--- config.mk ---
export PLATFORM = sky130hd
export DESIGN_NAME = sram_d_arbiter
export DESIGN_NICKNAME = d
export VERILOG_FILES = /design/src/rtl/sram_arb_pkg.sv /design/src/rtl/sram_arb_sel.sv /design/src/rtl/sram_d_arbiter.sv
export SDC_FILE = /design/constraint.sdc
export NUM_CORES = 1
export LEC_CHECK = 0
export BUFFER_PORTS_ARGS = -buffer_cell sky130_fd_sc_hd__buf_2
export CAP_MARGIN = 20
export CORE_AREA = 2 2 123 125
export DETAILED_ROUTE_END_ITERATION = 7
export DIE_AREA = 0 0 125 127
export GPL_TIMING_DRIVEN = 0
export PLACE_DENSITY = 0.49
export SLEW_MARGIN = 10
export SYNTH_ARGS = -nofsm -noshare
export SYNTH_HDL_FRONTEND = slang
export SYNTH_SLANG_ARGS = --single-unit
--- constraint.sdc ---
create_clock -name clk_i -period 1.4 [get_ports clk_i]
set_clock_uncertainty 0.05 [all_clocks]
set_input_delay 0.21 -clock clk_i [delete_from_list [all_inputs] [get_ports clk_i]]
set_output_delay 0.21 -clock clk_i [all_outputs]
set_load 0.005 [all_outputs]
--- src/rtl/sram_arb_pkg.sv ---
// Shared types for the two-manager SRAM data-port arbiter.
package sram_arb_pkg;

  localparam int unsigned OBI_ADDR_W = 32;
  localparam int unsigned OBI_DATA_W = 32;

  localparam logic [31:0] ERR_RDATA_DEF = 32'hDEADBEEF;

  typedef enum logic {
    MGR_CORE = 1'b0,
    MGR_HOST = 1'b1
  } mgr_id_e;

  typedef struct packed {
    logic                    req;
    logic [OBI_ADDR_W-1:0]   addr;
    logic                    we;
    logic [OBI_DATA_W/8-1:0] be;
    logic [OBI_DATA_W-1:0]   wdata;
  } obi_req_t;

endpackage

--- src/rtl/sram_arb_sel.sv ---
// 2-way priority selector. Define SRAM_ARB_RR_EN for round-robin priority,
// otherwise manager 0 (core) always wins.
module sram_arb_sel
  import sram_arb_pkg::*;
(
  input  logic       clk_i,
  input  logic       rst_i,
  input  logic [1:0] i_req,
  input  logic       i_handshake,
  output mgr_id_e    o_winner
);

  mgr_id_e w_winner;

`ifdef SRAM_ARB_RR_EN
  mgr_id_e r_prio;

  // Priority moves away from whoever just completed a handshake.
  always_ff @(posedge clk_i) begin
    if (rst_i) begin
      r_prio <= MGR_CORE;
    end else if (i_handshake) begin
      r_prio <= mgr_id_e'(~w_winner);
    end
  end

  always_comb begin
    w_winner = MGR_CORE;
    if (i_req[1] && (!i_req[0] || (r_prio == MGR_HOST))) begin
      w_winner = MGR_HOST;
    end
  end
`else
  logic w_unused;
  assign w_unused = &{1'b0, clk_i, rst_i, i_handshake};

  always_comb begin
    w_winner = MGR_CORE;
    if (i_req[1] && !i_req[0]) begin
      w_winner = MGR_HOST;
    end
  end
`endif

  assign o_winner = w_winner;

endmodule

--- src/rtl/sram_d_arbiter.sv ---
// Two-manager OBI arbiter in front of the SRAM data port; synthesises write
// responses and flags response protocol errors. Option: SRAM_ARB_RR_EN.
module sram_d_arbiter
  import sram_arb_pkg::*;
#(
  parameter int unsigned            ADDR_WIDTH = 32,
  parameter int unsigned            DATA_WIDTH = 32,
  parameter logic [DATA_WIDTH-1:0]  ERR_RDATA  = ERR_RDATA_DEF
) (
  input  logic                    clk_i,
  input  logic                    rst_i,

  input  logic                    m0_req_i,
  output logic                    m0_gnt_o,
  input  logic [ADDR_WIDTH-1:0]   m0_addr_i,
  input  logic                    m0_we_i,
  input  logic [DATA_WIDTH/8-1:0] m0_be_i,
  input  logic [DATA_WIDTH-1:0]   m0_wdata_i,
  output logic                    m0_rvalid_o,
  output logic [DATA_WIDTH-1:0]   m0_rdata_o,

  input  logic                    m1_req_i,
  output logic                    m1_gnt_o,
  input  logic [ADDR_WIDTH-1:0]   m1_addr_i,
  input  logic                    m1_we_i,
  input  logic [DATA_WIDTH/8-1:0] m1_be_i,
  input  logic [DATA_WIDTH-1:0]   m1_wdata_i,
  output logic                    m1_rvalid_o,
  output logic [DATA_WIDTH-1:0]   m1_rdata_o,

  output logic                    s_req_o,
  input  logic                    s_gnt_i,
  output logic [ADDR_WIDTH-1:0]   s_addr_o,
  output logic                    s_we_o,
  output logic [DATA_WIDTH/8-1:0] s_be_o,
  output logic [DATA_WIDTH-1:0]   s_wdata_o,
  input  logic                    s_rvalid_i,
  input  logic [DATA_WIDTH-1:0]   s_rdata_i,

  output logic                    rsp_err_o
);

  obi_req_t w_m0, w_m1, w_sel;
  mgr_id_e  w_win;
  logic     w_hs;

  assign w_m0 = '{req: m0_req_i, addr: m0_addr_i, we: m0_we_i, be: m0_be_i, wdata: m0_wdata_i};
  assign w_m1 = '{req: m1_req_i, addr: m1_addr_i, we: m1_we_i, be: m1_be_i, wdata: m1_wdata_i};

  sram_arb_sel u_sel (
    .clk_i       (clk_i),
    .rst_i       (rst_i),
    .i_req       ({m1_req_i, m0_req_i}),
    .i_handshake (w_hs),
    .o_winner    (w_win)
  );

  assign w_sel = (w_win == MGR_HOST) ? w_m1 : w_m0;

  assign s_req_o   = m0_req_i | m1_req_i;
  assign s_addr_o  = w_sel.req ? w_sel.addr  : '0;
  assign s_we_o    = w_sel.req & w_sel.we;
  assign s_be_o    = w_sel.req ? w_sel.be    : '0;
  assign s_wdata_o = w_sel.req ? w_sel.wdata : '0;

  assign w_hs     = s_req_o & s_gnt_i;
  assign m0_gnt_o = (w_win == MGR_CORE) & m0_req_i & s_gnt_i;
  assign m1_gnt_o = (w_win == MGR_HOST) & m1_req_i & s_gnt_i;

  logic    r_pend_v;
  mgr_id_e r_pend_id;
  logic    r_pend_we;
  logic    r_err;
  logic    r_first;
  logic    w_err;

  // Stray rvalid is excused in the first cycle out of reset: it may be the
  // tail of a read whose response was discarded by that reset.
  always_comb begin
    w_err = 1'b0;
    if (r_pend_v) begin
      w_err = r_pend_we ? s_rvalid_i : ~s_rvalid_i;
    end else begin
      w_err = s_rvalid_i & ~r_first;
    end
  end

  always_ff @(posedge clk_i) begin
    if (rst_i) begin
      r_pend_v  <= 1'b0;
      r_pend_id <= MGR_CORE;
      r_pend_we <= 1'b0;
      r_err     <= 1'b0;
      r_first   <= 1'b1;
    end else begin
      r_pend_v  <= w_hs;
      r_pend_id <= w_win;
      r_pend_we <= w_sel.we;
      r_err     <= w_err;
      r_first   <= 1'b0;
    end
  end

  logic                  w_rsp_v;
  logic [DATA_WIDTH-1:0] w_rdata;

  // Gating with rst_i suppresses the response in the cycle reset is applied.
  assign w_rsp_v = r_pend_v & ~rst_i;
  assign w_rdata = r_pend_we ? '0 : (s_rvalid_i ? s_rdata_i : ERR_RDATA);

  assign m0_rvalid_o = w_rsp_v & (r_pend_id == MGR_CORE);
  assign m1_rvalid_o = w_rsp_v & (r_pend_id == MGR_HOST);
  assign m0_rdata_o  = m0_rvalid_o ? w_rdata : '0;
  assign m1_rdata_o  = m1_rvalid_o ? w_rdata : '0;
  assign rsp_err_o   = r_err;

endmodule

==> flow_summary_export.csv <==
group,metric,value,unit
synth,yosys.cell_count.top_type,"a22o_1",
power,p_seq_frac,0.102,
power,power_frac_comb,0.594,
route,vias,2827,
power,ir_drop,0.278,mV
global_routing,antenna_found_initial,1,
sta,slew_violations,0,
power,clockPowerShare,0.304,
critical_path,start_kind,"flop",
synth,ys.flop_type,"dfxtp_1",
critical_path,path_class,"flop to output port",
sta,rsz0062_at_grt,"yes",
synth,synth_top_area_frac,0.426,
cells_and_area,postLayoutCellArea,3610,um^2
cells_and_area,fin_util,0.250,
sta,fmax,575,MHz
cells_and_area,antenna_cells,0,
synth,synthArstFlopShare,0,
sta,fin_crit_sh,1.24,
floorplanning,rows,44,
floorplanning,dieHeight,127,um
critical_path,startpoint,"r_pend_we",
synth,syn_avg_cell_area,6.44,um^2
route,met3WireLength,971,um
status,violations,"negative setup slack",
route,dr.pass1.iters,4,
placed_design,dpl_cell_area,3220,um^2
synth,synth_edf_count,0,
placed_design,portBuffers,313,
synth,yosysSeqAreaShare,0.0716,
placed_design,place_worst_setup_slack,-0.259,ns
hold_path,hold_class,"input port to flop",
status,status,"finished, violations left",
critical_path,cp_data_arrival_time,1.48,ns
sta,finalCriticalPeriod,1.74,ns
cts,cts_buffer_depth,2,
flow_run,cap_violations,0,
synth,yosys_warnings,0,
floorplanning,die_area,15900,um^2
route,drt_iter0_drc,43,
floorplanning,core-area,14400,um^2
cts,clk_pin_slew,0.03,ns
sta,tightest_slew,0.353,ns
synth,yosys-top-cells-area,"a22o_1, nor2_1, nor2b_1, dfxtp_1, buf_2",
sta,setup_slack,-0.340,ns
synth,syn_inst,217,
global_routing,grt_pass1_wl,15500,um
sta,relSlewSlack,0.765,
cts,numCtsBuffers,3,
sta,hold_viol,0,
hold_path,min_from,"rst_i",
critical_path,cp_max_fo,8,
sta,setup_viol,64,
power,switching_share,0.329,
route,highest_layer,"met4",
cells_and_area,drive_gt1_frac,0.728,
synth,syn-num-nets,393,
cells_and_area,fillCellCount,1675,
cells_and_area,nets,713,
route,routed_wl,11100,um
cts,cts_sinks,5,
critical_path,worstReg2RegStart,"r_pend_we",
critical_path,required,1.14,ns
synth,synth_seq_cells,5,
synth,synth_area_leader_cell,"a22o_1",
cts,cts-root-buf,"clkbuf_16",
route,wl_per_cell,15.4,um
route,met2_length,5990,um
synth,yosys.cell_types.count,19,
synth,synthesis.area,1400,um^2
global_routing,gr-total-overflow,0,
power,leakage,2.15,nW
global_routing,grt_pass1_vias,2757,
power,power_density,425,nW/um^2
cells_and_area,area_growth,158,%
critical_path,r2r-end,"rsp_err_o",
route,drt-met1-wl,4030,um
cts,ctsHoldBuffers,0,
floorplanning,initial_utilization,0.0969,
cts,cts.htree.levels,1,
placed_design,place.gp.congestion,0.780,
power,p_int,1.03,mW
route,post_drt_via_cell_ratio,3.93,
critical_path,ff2ff_setup_slack,0.45,ns
synth,synthTopCellsByCount,"a22o_1, nor2_1, nor2b_1",
cts,cts_tree,"built",
route,ant_nets,0,
global_routing,grt_max_degree,11,
critical_path,crit_end,"m0_rdata_o[29]",
floorplanning,io_pins,315,
power,p_switching,0.505,mW
floorplanning,dieWidth,125,um
global_routing,grt_use_total,0.123,
cts,worstSkewPairLatency,0.23,ns
critical_path,end_kind,"output port",
critical_path,reg2reg_depth,3,
route,route.detailed.drc,0,
placed_design,dp_hpwl,9710,um
==> layer usage <==
metal	vias up	track usage
met5	-	0
met4	0	0.0196
met3	6	0.0318
met2	179	0.242
met1	1231	0.134
li1	1411	-
==> placed cells by master, fill, tap and decap left out, types with 4 or more instances in the layout <==
cell       count
nor2b_1       24
a22o_1        68
buf_2        310
dfxtp_1        4
clkbuf_2       8
clkbuf_16      4
nor2_2        27
nand2_1       11
nor2_1        26
nor2_4        12
buf_6         13
==> cell type report <==
cell class,instances,area [um^2],area share
Buffer,24,221,0.0613
Sequential cell,5,101,0.0281
Multi-Input combinational cell,185,1320,0.366
Clock buffer,4,78.8,0.0218
Timing Repair Buffer,318,1660,0.459
Tap cell,184,230,0.0638
==> worst min-delay path by stage <==
stage / end / slack [ns] / cells after the start
after floorplan: r_first / 0.19 / 0
after global placement: r_first / 0.39 / 1
after detailed placement: r_first / 0.39 / 1
after CTS: r_first / 0.15 / 1
after global routing: r_first / 0.17 / 1
final: r_first / 0.16 / 1
==> power groups by stage <==
stage               Combinational (mW)  Sequential, mW  Clock, mW
floorplan                        0.323           0.157          0
global placement                 0.843           0.158          0
detailed placement               0.845           0.158          0
CTS                              0.890           0.156      0.480
global route                     0.991           0.157      0.490
finish                           0.911           0.157      0.467
==> worst max-delay path, stage by stage (launching register included) <==
cell and delay, ns:
dfxtp_1 0.29, nand2b_4 0.14, or3_4 0.43, clkbuf_16 0.20, nor2_1 0.07, buf_2 0.12
==> logic make-up (layout without fill, tap and decap cells) <==
logic type / after synthesis / count (layout) / synth area share
AO/OA/AOI/OAI: 70 / 70 / 0.433
flip-flops: 5 / 5 / 0.0716
AND/OR/NAND/NOR: 115 / 115 / 0.388
buffers and inverters: 27 / 346 / 0.107
==> state kept, by name, indices dropped and copies added, names as in the netlist <==
name,flops
r_first,1
r_pend_id,1
r_pend_v,1
r_pend_we,1
rsp_err_o,1
==> metrics by stage <==
| stage | hold slack [ns] | power [mW] | setup TNS, ns | std cells |
|---|---|---|---|---|
| after CTS | 0.152 | 1.53 | -22.64 | 720 |
| final | 0.156 | 1.53 | -19.62 | 720 |
| after global routing | 0.168 | 1.64 | -23.13 | 720 |
| after detailed placement | 0.389 | 1.00 | -17.51 | 714 |
| after floorplan | 0.188 | 0.481 | -0.0355 | 217 |
| after global placement | 0.386 | 1.00 | -17.80 | 714 |
==> repair_timing <==
action	4_1_cts	5_1_grt
buffers inserted	1	1
endpoints found under the setup margin	135	127
gates cloned	2	1
pin swaps	2	2
gates resized for setup	45	49
Note: power is estimated with default switching activity, not from simulation.
